$ cat src/rtl/alu_arb_pkg.sv
// alu_arb_pkg: shared definitions for the ALU arbiter.
//   - state encoding for the arbiter FSM
//   - default ALU operation-code width
//   - named ALU operation codes shared with the ALU itself
//   - small helper to turn a requester id into a one-hot pair
`timescale 1ns/1ps
package alu_arb_pkg;

  localparam int ALU_OPW = 4;

  localparam logic [1:0] ST_IDLE = 2'd0;
  localparam logic [1:0] ST_EXEC = 2'd1;
  localparam logic [1:0] ST_RESP = 2'd2;

  typedef enum logic [1:0] {
    S_IDLE = ST_IDLE,
    S_EXEC = ST_EXEC,
    S_RESP = ST_RESP
  } arb_state_t;

  // ALU operation codes (MIPS-style ALU control encoding)
  localparam logic [ALU_OPW-1:0] ALU_AND = 4'd0;
  localparam logic [ALU_OPW-1:0] ALU_OR  = 4'd1;
  localparam logic [ALU_OPW-1:0] ALU_ADD = 4'd2;
  localparam logic [ALU_OPW-1:0] ALU_SUB = 4'd6;
  localparam logic [ALU_OPW-1:0] ALU_SLT = 4'd7;
  localparam logic [ALU_OPW-1:0] ALU_NOR = 4'd12;

  function automatic logic [1:0] onehot2(input logic id);
    return id ? 2'b10 : 2'b01;
  endfunction

endpackage

$ cat src/rtl/alu_arbiter_rr_arb2.sv
// rr_arb2: combinational two-way round-robin picker.
//   valid      in  2  request valid per requester
//   last_grant in  1  requester served most recently
//   grant_id   out 1  chosen requester (meaningful when grant_any)
//   grant_any  out 1  at least one requester is valid
// On a tie the requester that was not served last wins.
`timescale 1ns/1ps
module rr_arb2 (
  input  logic [1:0] valid,
  input  logic       last_grant,
  output logic       grant_id,
  output logic       grant_any
);

  always_comb begin
    grant_any = |valid;
    grant_id  = 1'b0;
    if (&valid)
      grant_id = ~last_grant;
    else if (valid[1])
      grant_id = 1'b1;
  end

endmodule

$ cat src/rtl/alu_arbiter.sv
// alu_arbiter: shares one combinational ALU between two requesters.
// One operation in flight; round-robin grant; valid/ready on both the
// request and the response side.
//
// Ports:
//   clk, reset              clock (rising edge), async active-high reset
//   req_valid/req_ready     per-requester request handshake (bit i = req i)
//   req_a/req_b/req_op      packed operands/opcode, requester i at [i*W +: W]
//   resp_valid/resp_ready   per-requester response handshake
//   resp_result/resp_zero   shared response bus, qualified by resp_valid
//   alu_a/alu_b/alu_op      registered drive of the ALU inputs
//   alu_result/alu_zero     ALU outputs, sampled at the end of EXEC
//   busy                    high while in EXEC or RESP
//
// Optional feature (macro ALU_ARB_STATS_EN): adds op_cnt0/op_cnt1, 16-bit
// wrapping counts of completed response handshakes per requester.
//
// Timing: handshake in cycle N, EXEC in N+1, resp_valid from N+2 until the
// granted requester takes it. No new request is accepted outside IDLE.
`timescale 1ns/1ps
module alu_arbiter
  import alu_arb_pkg::*;
#(
  parameter int W   = 32,
  parameter int OPW = ALU_OPW
) (
  input  logic             clk,
  input  logic             reset,
  input  logic [1:0]       req_valid,
  output logic [1:0]       req_ready,
  input  logic [2*W-1:0]   req_a,
  input  logic [2*W-1:0]   req_b,
  input  logic [2*OPW-1:0] req_op,
  output logic [1:0]       resp_valid,
  input  logic [1:0]       resp_ready,
  output logic [W-1:0]     resp_result,
  output logic             resp_zero,
  output logic [W-1:0]     alu_a,
  output logic [W-1:0]     alu_b,
  output logic [OPW-1:0]   alu_op,
  input  logic [W-1:0]     alu_result,
  input  logic             alu_zero,
  output logic             busy
`ifdef ALU_ARB_STATS_EN
  ,
  output logic [15:0]      op_cnt0,
  output logic [15:0]      op_cnt1
`endif
);

  // per-requester views of the packed request buses
  logic [1:0][W-1:0]   a_v;
  logic [1:0][W-1:0]   b_v;
  logic [1:0][OPW-1:0] op_v;

  assign a_v  = req_a;
  assign b_v  = req_b;
  assign op_v = req_op;

  arb_state_t state;
  logic       last_grant;
  logic       gnt_q;       // requester owning the in-flight op
  logic       gnt_id;
  logic       gnt_any;
  logic       take;        // request handshake this cycle
  logic       done;        // response handshake this cycle

  rr_arb2 u_rr (
    .valid      (req_valid),
    .last_grant (last_grant),
    .grant_id   (gnt_id),
    .grant_any  (gnt_any)
  );

  // req_ready only ever rises in IDLE, and only for a valid requester, so
  // a raised ready bit is itself the handshake.
  assign take      = (state == S_IDLE) && gnt_any;
  assign req_ready = take ? onehot2(gnt_id) : 2'b00;
  assign busy      = (state != S_IDLE);
  assign done      = (state == S_RESP) && resp_ready[gnt_q];

  always_ff @(posedge clk or posedge reset) begin
    if (reset) begin
      state       <= S_IDLE;
      last_grant  <= 1'b1;       // requester 0 wins the first tie
      gnt_q       <= 1'b0;
      alu_a       <= '0;
      alu_b       <= '0;
      alu_op      <= '0;
      resp_result <= '0;
      resp_zero   <= 1'b0;
      resp_valid  <= 2'b00;
    end else begin
      case (state)
        S_IDLE: begin
          // ALU input registers hold their last values while idle
          if (take) begin
            alu_a  <= a_v[gnt_id];
            alu_b  <= b_v[gnt_id];
            alu_op <= op_v[gnt_id];
            gnt_q  <= gnt_id;
            state  <= S_EXEC;
          end
        end
        S_EXEC: begin
          // ALU has had a full cycle on stable registered inputs
          resp_result <= alu_result;
          resp_zero   <= alu_zero;
          resp_valid  <= onehot2(gnt_q);
          state       <= S_RESP;
        end
        S_RESP: begin
          // only the owner's resp_ready matters; result held until taken
          if (resp_ready[gnt_q]) begin
            resp_valid <= 2'b00;
            last_grant <= gnt_q;
            state      <= S_IDLE;
          end
        end
        default: state <= S_IDLE;
      endcase
    end
  end

`ifdef ALU_ARB_STATS_EN
  always_ff @(posedge clk or posedge reset) begin
    if (reset) begin
      op_cnt0 <= '0;
      op_cnt1 <= '0;
    end else if (done) begin
      if (gnt_q) op_cnt1 <= op_cnt1 + 16'd1;
      else       op_cnt0 <= op_cnt0 + 16'd1;
    end
  end
`else
  logic unused_done;
  assign unused_done = done;
`endif

endmodule

$ cat config.mk
export PLATFORM = sky130hd
export DESIGN_NAME = alu_arbiter
export DESIGN_NICKNAME = d
export VERILOG_FILES = /design/src/rtl/alu_arb_pkg.sv /design/src/rtl/alu_arbiter_rr_arb2.sv /design/src/rtl/alu_arbiter.sv
export SDC_FILE = /design/constraint.sdc
export NUM_CORES = 1
export LEC_CHECK = 0
export CORE_MARGIN = 1.5
export CORE_UTILIZATION = 26
export DETAILED_ROUTE_END_ITERATION = 6
export PLACE_DENSITY = 0.69
export SLEW_MARGIN = 5
export SYNTH_ARGS = -nofsm -noshare
export SYNTH_HDL_FRONTEND = slang
export SYNTH_SLANG_ARGS = --single-unit
$ cat constraint.sdc
create_clock -name clk -period 12.9 [get_ports clk]
set_clock_uncertainty 0.15 [all_clocks]
set_input_delay 3.87 -clock clk [delete_from_list [all_inputs] [get_ports clk]]
set_output_delay 3.87 -clock clk [all_outputs]
set_load 0.01 [all_outputs]
==> summary.md, run 1 <==
| Metric | Value |
|---|---|
| Clk root buf | `clkbuf_16` |
| Synth Register Bits | `107` |
| Reg2reg start | `state[0]` |
| Worst Setup End Kind | `output pin` |
| CTS resizes | `0` |
| N_diodes | `0` |
| Leakage power | `3.55 nW` |
| # fillers | `1604` |
| Worst-Margin Slew | `1210 ps` |
| First-pass GRT wire length | `22600 um` |
| CP required | `8880 ps` |
| Initial Util | `0.265` |
| Warnings from Yosys | `0` |
| Flop2flop setup slack | `10240 ps` |
| Max VDD drop | `83.0 uV` |
| Placer Congestion | `0.788` |
| Vias per cell | `4.78` |
| Die width | `135 um` |
| Row cnt | `48` |
| Clk slew on worst S/H paths | `60 ps` |
| Slew Viols, Final | `0` |
| DRC | `0` |
| Int Pwr | `1.14 mW` |
| Layout cells sized above 1 | `0.0402` |
| Non-Filler Cell Area, Final | `7770 um2` |
| Outcome | `completed` |
| Setup_tns | `0 ps` |
| Cell Pwr Density | `225 nW/um2` |
| Pin count of the biggest net entering global routing | `73` |
| Clk_lat worst skew | `340 ps` |
| Startpoint types | `input pin` |
| Min cycle time layout | `10020 ps` |
| Slowest cell on the critical path | `clkdlybuf4s50_1` |
| FMAX | `99.8 MHz` |
| Gr ovfl total | `0` |
| DRT Wirelength | `14700 um` |
| Relative slew margins | `0.196` |
| Core Area | `17200 um2` |
| Num ports | `281` |
| CP endpoint | `req_ready[0]` |
| Post-Syn Nets | `583` |
| Post-Synthesis Cells | `408` |
| Unique masters post-synth | `23` |
| Die area | `18300 um2` |
| Vias in the first global route | `4356` |
| Dpl ws | `2890 ps` |
| Max Root-Sink Buffers | `2` |
| Crit-path max cell delay | `680 ps` |
| # clock sinks | `107` |
| Final hold viol count | `0` |
| Post-route ant nets | `0` |
| Via count | `4285` |
| Synth top area share | `0.584` |
| Logic pwr share | `0.497` |
| WL/cell | `16.4 um` |
| Max-cap violations | `0` |
| RR Endpoint | `alu_a[12]` |
| All-Layer GR Usage | `0.160` |
| Port bufs | `280` |
| Cts bufs inserted | `9` |
| Clock share of power | `0.156` |
| CTS Hold Bufs | `0` |
| Post-CTS Setup Bufs | `0` |
| Mapped cell area | `4550 um2` |
| Sequential power share | `0.347` |
| Cells on worst reg2reg path | `5` |
| Placement Cell Area | `7470 um2` |
| Min-delay worst type | `reg2reg` |
| Switching part of the total | `0.348` |
| Syn_area_per_cell | `11.1 um2` |
| Worst-path cell chain | `clkdlybuf4s50_1, and3_2, buf_4, clkdlybuf4s50_1` |
| Setup violators final | `0` |
| DR pass1 iterations | `4` |
| Leading area contributor after synthesis | `dfrtp_1` |
| Post-DP HPWL | `10600 um` |
| Top cells by area, synth | `dfrtp_1, a221o_1, and3_1, nand2_1, buf_2` |
| Nets | `842` |
| Critical path's most frequent cell | `clkdlybuf4s50_1` |
| WP data arrival | `6000 ps` |
| Crit Path Class | `in2out` |
| H-tree Lvls | `3` |
| Die H | `135 um` |
| P_sw | `610 uW` |
| Final worst setup slack | `2880 ps` |
| Crit path from | `req_valid[0]` |
| Unrepaired setup endpoints after global routing | `false` |
| Sequential share of the synthesized area | `0.589` |
| Initial DRC Count | `167` |
| Synth-to-Final Area Change | `71.0%` |
| TritonCTS clock tree | `built` |
| Initial antenna violation count | `0` |
| Tcrit/Tclk final | `0.777` |
| Crit Path Max Fanout | `70` |
-- kinds of logic (layout without fill, tap and decap cells) --
| kind of cell | Yosys count | count (layout) | share of synthesized area |
|---|---|---|---|
| simple gates | 179 | 179 | 0.190 |
| flops | 107 | 107 | 0.589 |
| compound gates | 80 | 80 | 0.167 |
| buf+inv | 42 | 305 | 0.0528 |
-- stage by stage --
| step | hold slack (ps) | util | power [mW] | std cells |
|---|---|---|---|---|
| after floorplan | 361 | - | 1.02 | 408 |
| after global placement | 312 | 0.435 | 1.46 | 881 |
| after detailed placement | 314 | 0.435 | 1.49 | 881 |
| after CTS | 329 | 0.452 | 1.77 | 896 |
| after global routing | 343 | 0.452 | 1.87 | 896 |
| final | 328 | 0.452 | 1.75 | 896 |
-- per-layer routing --
metal,GRT usage,vias to the layer above,share of wire
met3,0.0426,24,0.078
met2,0.271,200,0.50
met5,0,-,0
li1,-,1999,-
met1,0.188,2062,0.40
met4,0.0777,0,0.028
-- how the worst min path moves through the flow --
stage	slack, ps	cells past startpoint	from	end
after CTS	330	2	resp_result[12]	resp_result[12]
after global placement	310	2	resp_result[11]	resp_result[11]
after global routing	340	2	resp_result[30]	resp_result[30]
after detailed placement	310	2	resp_result[12]	resp_result[12]
final	330	2	resp_result[13]	resp_result[13]
after floorplan	360	2	resp_result[0]	resp_result[0]
-- placed cells by master (no fill, tap or decap), types with 2 or more instances in the layout --
master / n
nand2b_1: 2
clkdlybuf4s50_1: 280
a21oi_1: 6
buf_4: 5
inv_1: 3
a221o_1: 68
dfrtp_1: 106
nand2_1: 101
and3_1: 68
nor2b_1: 2
clkbuf_16: 9
-- power groups by stage --
stage	registers [mW]	logic, mW	clock network, mW
2_1_floorplan	0.667	0.355	0
3_3_place_gp	0.604	0.858	0
3_5_place_dp	0.608	0.883	0
4_1_cts	0.608	0.881	0.283
5_1_grt	0.631	0.945	0.295
6_report	0.609	0.870	0.273
-- layout make-up --
| type | instances | area (um2) | area share |
|---|---|---|---|
| clock buffers | 11 | 243 | 0.0312 |
| clock inverters | 4 | 51.3 | 0.00660 |
| inverters | 5 | 21.3 | 0.00274 |
| multi-input cells | 259 | 1660 | 0.213 |
| flip-flops and latches | 107 | 2680 | 0.345 |
| well taps | 225 | 282 | 0.0362 |
| repair buffers | 285 | 2840 | 0.365 |
-- critical path, delay by kind of cell --
family                 cells  cell delay (ps)
AND/OR/NAND/NOR            1              210
buffers and inverters      3             1840
-- Yosys cell counts --
cell and count:
nor2_1 1, nand3b_1 1, dfrtp_1 106, buf_2 18, a311oi_1 1, inv_1 4
o21ai_0 1, a221o_1 68, a21o_1 1, inv_2 1, and2_1 1, a221oi_1 1
o21ai_2 1, nand2b_1 2, and3_1 69, buf_6 8, nor2_2 1, dfstp_2 1
nand2_1 101, a21oi_1 6, nor2b_1 3, a21boi_2 1, clkbuf_1 11
-- state kept, by name, summed over array words and instances (netlist names) --
signal / cells
alu_a: 32
alu_b: 32
alu_op: 4
gnt_q: 1
last_grant: 1
resp_result: 32
resp_valid: 2
resp_zero: 1
state: 2
Note: power is estimated with default switching activity, not from simulation.
==> inputs of run 2 (changes only) <==
==> constraint.sdc (replaced) <==
create_clock -name clk -period 9.4 [get_ports clk]
set_clock_uncertainty 0.15 [all_clocks]
set_input_delay 2.82 -clock clk [delete_from_list [all_inputs] [get_ports clk]]
set_output_delay 2.82 -clock clk [all_outputs]
set_load 0.01 [all_outputs]
==> run 2 against run 1 <==
  * Count of clock-buffer cells in the layout down 1
  * Worst hold slack worse by 3.4 ps
  * Wire length down 1.9%
  * Global-route usage down 0.066 points
  * Power up 37%
==> summary.md, run 2 (same netlist as run 1, synthesis figures left out) <==
| Metric | Value |
|---|---|
| Placement Cell Area | `7470 um2 (unchanged)` |
| Area used by multi-input combinational logic | `1650 um2 (was 1660 um2)` |
| Startpoint types | `input pin (unchanged)` |
| Non-Filler Cell Area, Final | `7770 um2 (about the same)` |
| TritonCTS clock tree | `built (unchanged)` |
| Clk slew on worst S/H paths | `60 ps (about the same)` |
| Layout cells sized above 1 | `0.0432 (was 0.0402)` |
| Outcome | `completed (unchanged)` |
| All-Layer GR Usage | `0.159 (was 0.160)` |
| Post-CTS Setup Bufs | `0 (unchanged)` |
| Worst-Margin Slew | `1270 ps (was 1210 ps)` |
| Clk_lat worst skew | `350 ps (was 340 ps)` |
| Tcrit/Tclk final | `0.834` |
| Max Root-Sink Buffers | `2 (unchanged)` |
| Die width | `135 um (unchanged)` |
| Unrepaired setup endpoints after global routing | `false (unchanged)` |
| # clock sinks | `107 (unchanged)` |
| Final hold viol count | `0 (unchanged)` |
| Total power | `2.40 mW (was 1.75 mW)` |
| Core Area | `17200 um2 (unchanged)` |
| CP required | `6430 ps (was 8880 ps)` |
| Placer Congestion | `0.776 (was 0.788)` |
| Relative slew margins | `0.149 (was 0.196)` |
| Vias in the first global route | `4470 (was 4356)` |
| Cell Pwr Density | `309 nW/um2 (was 225 nW/um2)` |
| Die H | `135 um (unchanged)` |
| Post-Route M1 WL | `5790 um (was 5850 um)` |
| Initial Util | `0.265 (unchanged)` |
| Most frequent cells in the layout | `clkdlybuf4s50_1, dfrtp_1, nand2_1 (unchanged)` |
| Max VDD drop | `123 uV (was 83.0 uV)` |
| Initial antenna violation count | `0 (unchanged)` |
| Via count | `4284 (was 4285)` |
| Initial DRC Count | `156 (was 167)` |
| DRT Wirelength | `14400 um (was 14700 um)` |
| Die area | `18300 um2 (unchanged)` |
| WL/cell | `16.1 um (was 16.4 um)` |
| Sequential cell area | `2680 um2 (unchanged)` |
| Met2 wire len | `7010 um (was 7280 um)` |
| Gr ovfl total | `0 (unchanged)` |
| WP data arrival | `4870 ps (was 6000 ps)` |
| Setup_tns | `0 ps (unchanged)` |
| DR pass1 iterations | `4 (unchanged)` |
| Setup violators final | `0 (unchanged)` |
| Post-route ant nets | `0 (unchanged)` |
| Vias per cell | `4.78 (about the same)` |
| Largest regs | `alu_a (32), alu_b (32), resp_result (32) (unchanged)` |
| H-tree Lvls | `3 (unchanged)` |
| Port bufs | `280 (unchanged)` |
| Nets | `842 (unchanged)` |
| Min-delay worst type | `reg2reg (unchanged)` |
| Row cnt | `48 (unchanged)` |
| First-pass GRT wire length | `22700 um (was 22600 um)` |
| Pin count of the biggest net entering global routing | `73 (unchanged)` |
| N_diodes | `0 (unchanged)` |
| Num ports | `281 (unchanged)` |
| CTS resizes | `0 (unchanged)` |
| Top layer in use | `met4 (unchanged)` |
| FMAX | `128 MHz` |
| Post-DP HPWL | `10300 um (was 10600 um)` |
| Synth-to-Final Area Change | `71.0% (about the same)` |
| CTS Hold Bufs | `0 (unchanged)` |
| Clk root buf | `clkbuf_16 (unchanged)` |
| Most common cell after layout, fill and taps aside | `clkdlybuf4s50_1 (unchanged)` |
| Slew Viols, Final | `0 (unchanged)` |
| Met3 WL | `1180 um (was 1150 um)` |
| # fillers | `1571 (was 1604)` |
| Cts bufs inserted | `9 (unchanged)` |
| Max-cap violations | `0 (unchanged)` |
| Worst Setup End Kind | `output pin (unchanged)` |
| Crit Path Max Fanout | `69 (was 70)` |
| Leakage power | `3.55 nW (about the same)` |
| Min cycle time layout | `7840 ps` |
| DRC | `0 (unchanged)` |
| Crit Path Class | `in2out (unchanged)` |
run 2: routing by layer:
| layer | track usage | vias up |
|---|---|---|
| li1 | - | 2010 |
| met1 | 0.183 | 2032 |
| met2 | 0.273 | 217 |
| met3 | 0.0434 | 25 |
| met4 | 0.0795 | 0 |
| met5 | 0 | - |
run 2: path summary, 6_finish.rpt:
kind | start | to | depth (start not counted) | slack (ps)
setup / recovery | req_valid[1] | req_ready[1] | 5 | 1560
hold / removal | resp_result[10] | resp_result[10] | 2 | 320
setup reg to reg | state[0] | alu_b[1] | 5 | 6800
hold reg to reg | resp_result[10] | resp_result[10] | 2 | 320
max in group asynchronous | reset | alu_b[1] | 3 | 5140
min in group asynchronous | reset | resp_result[15] | 2 | 2740
run 2: cell type report:
| class | instances | share of cell area |
|---|---|---|
| repair buffers | 285 | 0.365 |
| inverters | 5 | 0.00274 |
| clock buffers | 10 | 0.0307 |
| multi-input cells | 259 | 0.212 |
| clock inverters | 6 | 0.00821 |
| flip-flops and latches | 107 | 0.345 |
| well taps | 225 | 0.0362 |
run 2: power by group:
| part | total [mW] | leakage, nW | switching (mW) | internal (mW) |
|---|---|---|---|---|
| sequential | 0.831 | 1.31 | 0.141 | 0.689 |
| clock | 0.383 | 0.145 | 0.169 | 0.214 |
| combinational | 1.19 | 2.09 | 0.524 | 0.664 |
| total | 2.40 | 3.55 | 0.835 | 1.57 |
run 2: per-stage QoR:
stage / instances / setup WS (ps) / util / hold slack (ps)
3_5_place_dp: 881 / 1580 / 0.435 / 311
5_1_grt: 897 / 1480 / 0.453 / 340
6_report: 897 / 1560 / 0.453 / 325
2_1_floorplan: 408 / 2900 / - / 361
3_3_place_gp: 881 / 1650 / 0.435 / 309
4_1_cts: 897 / 1570 / 0.453 / 329
run 2: critical path: stages:
cell and delay [ps]:
clkdlybuf4s50_1 570, a21boi_4 200, buf_4 470, and2_1 220
clkdlybuf4s50_1 530
==> inputs of run 3 (changes only) <==
--- a/config.mk
+++ b/config.mk
@@ -8,7 +8,7 @@
 export CORE_MARGIN = 1.5
 export CORE_UTILIZATION = 26
 export DETAILED_ROUTE_END_ITERATION = 6
-export PLACE_DENSITY = 0.69
+export PLACE_DENSITY = 0.71
 export SLEW_MARGIN = 5
 export SYNTH_ARGS = -nofsm -noshare
 export SYNTH_HDL_FRONTEND = slang
==> constraint.sdc (replaced) <==
create_clock -name clk -period 6.85 [get_ports clk]
set_clock_uncertainty 0.15 [all_clocks]
set_input_delay 2.055 -clock clk [delete_from_list [all_inputs] [get_ports clk]]
set_output_delay 2.055 -clock clk [all_outputs]
set_load 0.01 [all_outputs]
==> run 3 against run 2 <==
  * Sequential share of layout area down 0.11 points
  * Worst hold slack better by 0.51 ps
  * Sequential power increased by 36%
  * Non-clock buffer count grew 2
  * Count of clock-buffer cells in the layout down 1
  * Final cell count rose by 0.11%
  * First-iteration DRC count grew 7.7%
  * Critical endpoint unchanged
  * Combinational power increased by 38%
==> summary.md, run 3 (same netlist as run 1, synthesis figures left out) <==
| Metric | Value |
|---|---|
| Clk slew on worst S/H paths | `70 ps (was 60 ps)` |
| Die H | `135 um (unchanged)` |
| CTS resizes | `0 (unchanged)` |
| FMAX | `174 MHz` |
| Initial DRC Count | `168 (was 156)` |
| Cell Pwr Density | `426 nW/um2 (was 309 nW/um2)` |
| Pin count of the biggest net entering global routing | `71 (was 73)` |
| H-tree Lvls | `3 (unchanged)` |
| Cts bufs inserted | `9 (unchanged)` |
| Crit-path max cell delay | `570 ps (about the same)` |
| Largest regs | `alu_a (32), alu_b (32), resp_result (32) (unchanged)` |
| Initial antenna violation count | `0 (unchanged)` |
| All-Layer GR Usage | `0.158 (was 0.159)` |
| Setup_tns | `0 ps (unchanged)` |
| DRC | `0 (unchanged)` |
| Crit Path Class | `in2out (unchanged)` |
| Placement Cell Area | `7490 um2 (was 7470 um2)` |
| Slew Viols, Final | `0 (unchanged)` |
| Min-Delay Path Depth | `2 (unchanged)` |
| Min-delay worst type | `reg2reg (unchanged)` |
| Via count | `4185 (was 4284)` |
| Hold EP | `resp_result[22] (was resp_result[10])` |
| Non-Filler Cell Area, Final | `7800 um2 (was 7770 um2)` |
| TritonCTS clock tree | `built (unchanged)` |
| Worst-Margin Slew | `880 ps (was 1270 ps)` |
| RR Endpoint | `alu_a[15] (was alu_b[1])` |
| Gr ovfl total | `0 (unchanged)` |
| Num ports | `281 (unchanged)` |
| N_diodes | `0 (unchanged)` |
| Max VDD drop | `181 uV (was 123 uV)` |
| CTS Hold Bufs | `0 (unchanged)` |
| Post-DP HPWL | `10200 um (was 10300 um)` |
| Die width | `135 um (unchanged)` |
| DRT Wirelength | `14600 um (was 14400 um)` |
| Max-cap violations | `0 (unchanged)` |
| Hold_sp | `resp_result[22] (was resp_result[10])` |
| Relative slew margins | `0.413 (was 0.149)` |
| Port bufs | `280 (unchanged)` |
| Final hold viol count | `0 (unchanged)` |
| CP required | `4640 ps (was 6430 ps)` |
| Worst Setup End Kind | `output pin (unchanged)` |
| Vias per cell | `4.66 (was 4.78)` |
| Core Area | `17200 um2 (unchanged)` |
| Vias in the first global route | `4209 (was 4470)` |
| Post-route ant nets | `0 (unchanged)` |
| Critical path's most frequent cell | `clkdlybuf4s50_1 (unchanged)` |
| Cells on worst reg2reg path | `5 (unchanged)` |
| Most frequent cells in the layout | `clkdlybuf4s50_1, dfrtp_1, nand2_1 (unchanged)` |
| Nets | `844 (was 842)` |
| DR pass1 iterations | `4 (unchanged)` |
| Outcome | `completed (unchanged)` |
| Synth-to-Final Area Change | `71.6% (was 71.0%)` |
| WP data arrival | `3540 ps (was 4870 ps)` |
| Clk root buf | `clkbuf_16 (unchanged)` |
| Slowest cell on the critical path | `clkdlybuf4s50_1 (unchanged)` |
| Placer Congestion | `0.752 (was 0.776)` |
| Layout cells sized above 1 | `0.0446 (was 0.0432)` |
| Leakage power | `3.57 nW (was 3.55 nW)` |
| Min cycle time layout | `5740 ps` |
| Row cnt | `48 (unchanged)` |
| First-pass GRT wire length | `22700 um (about the same)` |
| # clock sinks | `107 (unchanged)` |
| Clk_lat worst skew | `340 ps (was 350 ps)` |
| Crit Path Max Fanout | `3 (was 69)` |
| Worst-path cell chain | `clkdlybuf4s50_1, a21boi_4, and2_1, clkdlybuf4s50_1 (was clkdlybuf4s50_1, a21boi_4, buf_4, and2_1, clkdlybuf4s50_1)` |
| Initial Util | `0.265 (unchanged)` |
| Max Root-Sink Buffers | `2 (unchanged)` |
| Startpoint types | `input pin (unchanged)` |
| Unrepaired setup endpoints after global routing | `false (unchanged)` |
| Reg2reg start | `state[0] (unchanged)` |
| Setup violators final | `0 (unchanged)` |
| WL/cell | `16.2 um (was 16.1 um)` |
| Die area | `18300 um2 (unchanged)` |
| Most common cell after layout, fill and taps aside | `clkdlybuf4s50_1 (unchanged)` |
| Tcrit/Tclk final | `0.838` |
| Flop2flop setup slack | `3970 ps (was 6800 ps)` |
| Post-CTS Setup Bufs | `0 (unchanged)` |
## run 3: cell count changes in the layout (fill, tap and decap cells not counted), sizes merged
cell      before  now
clkbuf        10    9
buf            5    7
clkinvlp       2    0
bufinv         1    2
inv            6    7
## run 3: routing by layer
metal  wire length (um)  GRT usage  up-vias
met1               6130      0.197     1971
met4                199     0.0502        0
met5                  0          0        -
met3               1290     0.0475       13
met2               6970      0.263      193
li1                   -          -     2008
## run 3: how the worst max path moves through the flow
stage / startpoint / endpoint / slack [ps] / cells past startpoint
global route: req_valid[1] / req_ready[1] / 1060 / 4
detailed placement: req_valid[1] / req_ready[1] / 1080 / 4
global placement: req_valid[1] / req_ready[1] / 1070 / 4
CTS: req_valid[1] / req_ready[1] / 1070 / 4
finish: req_valid[1] / req_ready[1] / 1110 / 4
floorplan: reset / alu_a[0] / 1830 / 1
## run 3: layout make-up
type                       instances  area (um2)
timing repair buffer             287        2860
sequential                       107        2680
tap                              225         282
inverter                           5        21.3
multi-input combinational        259        1650
clock inverter                     6        87.6
fill                            1634        9380
clock buffer                       9         225
## run 3: per-stage QoR
stage / setup WS [ps] / std cells / hold WS [ps] / util / total power, mW
2_1_floorplan: 1830 / 408 / 361 / - / 1.92
3_3_place_gp: 1070 / 883 / 307 / 0.436 / 2.78
3_5_place_dp: 1080 / 883 / 311 / 0.436 / 2.80
4_1_cts: 1070 / 898 / 328 / 0.454 / 3.38
5_1_grt: 1060 / 898 / 353 / 0.454 / 3.55
6_report: 1110 / 898 / 325 / 0.454 / 3.33
## run 3: where the power goes
part	internal, mW	switching, mW	leakage, nW
combinational	0.915	0.721	2.10
clock	0.320	0.237	0.156
sequential	0.945	0.187	1.31
total	2.18	1.14	3.57
## run 3: worst max-delay path: cells and delay by family
kind / cells / cell delay, ps
compound gates: 1 / 210
buf+inv: 2 / 1140
simple gates: 1 / 130
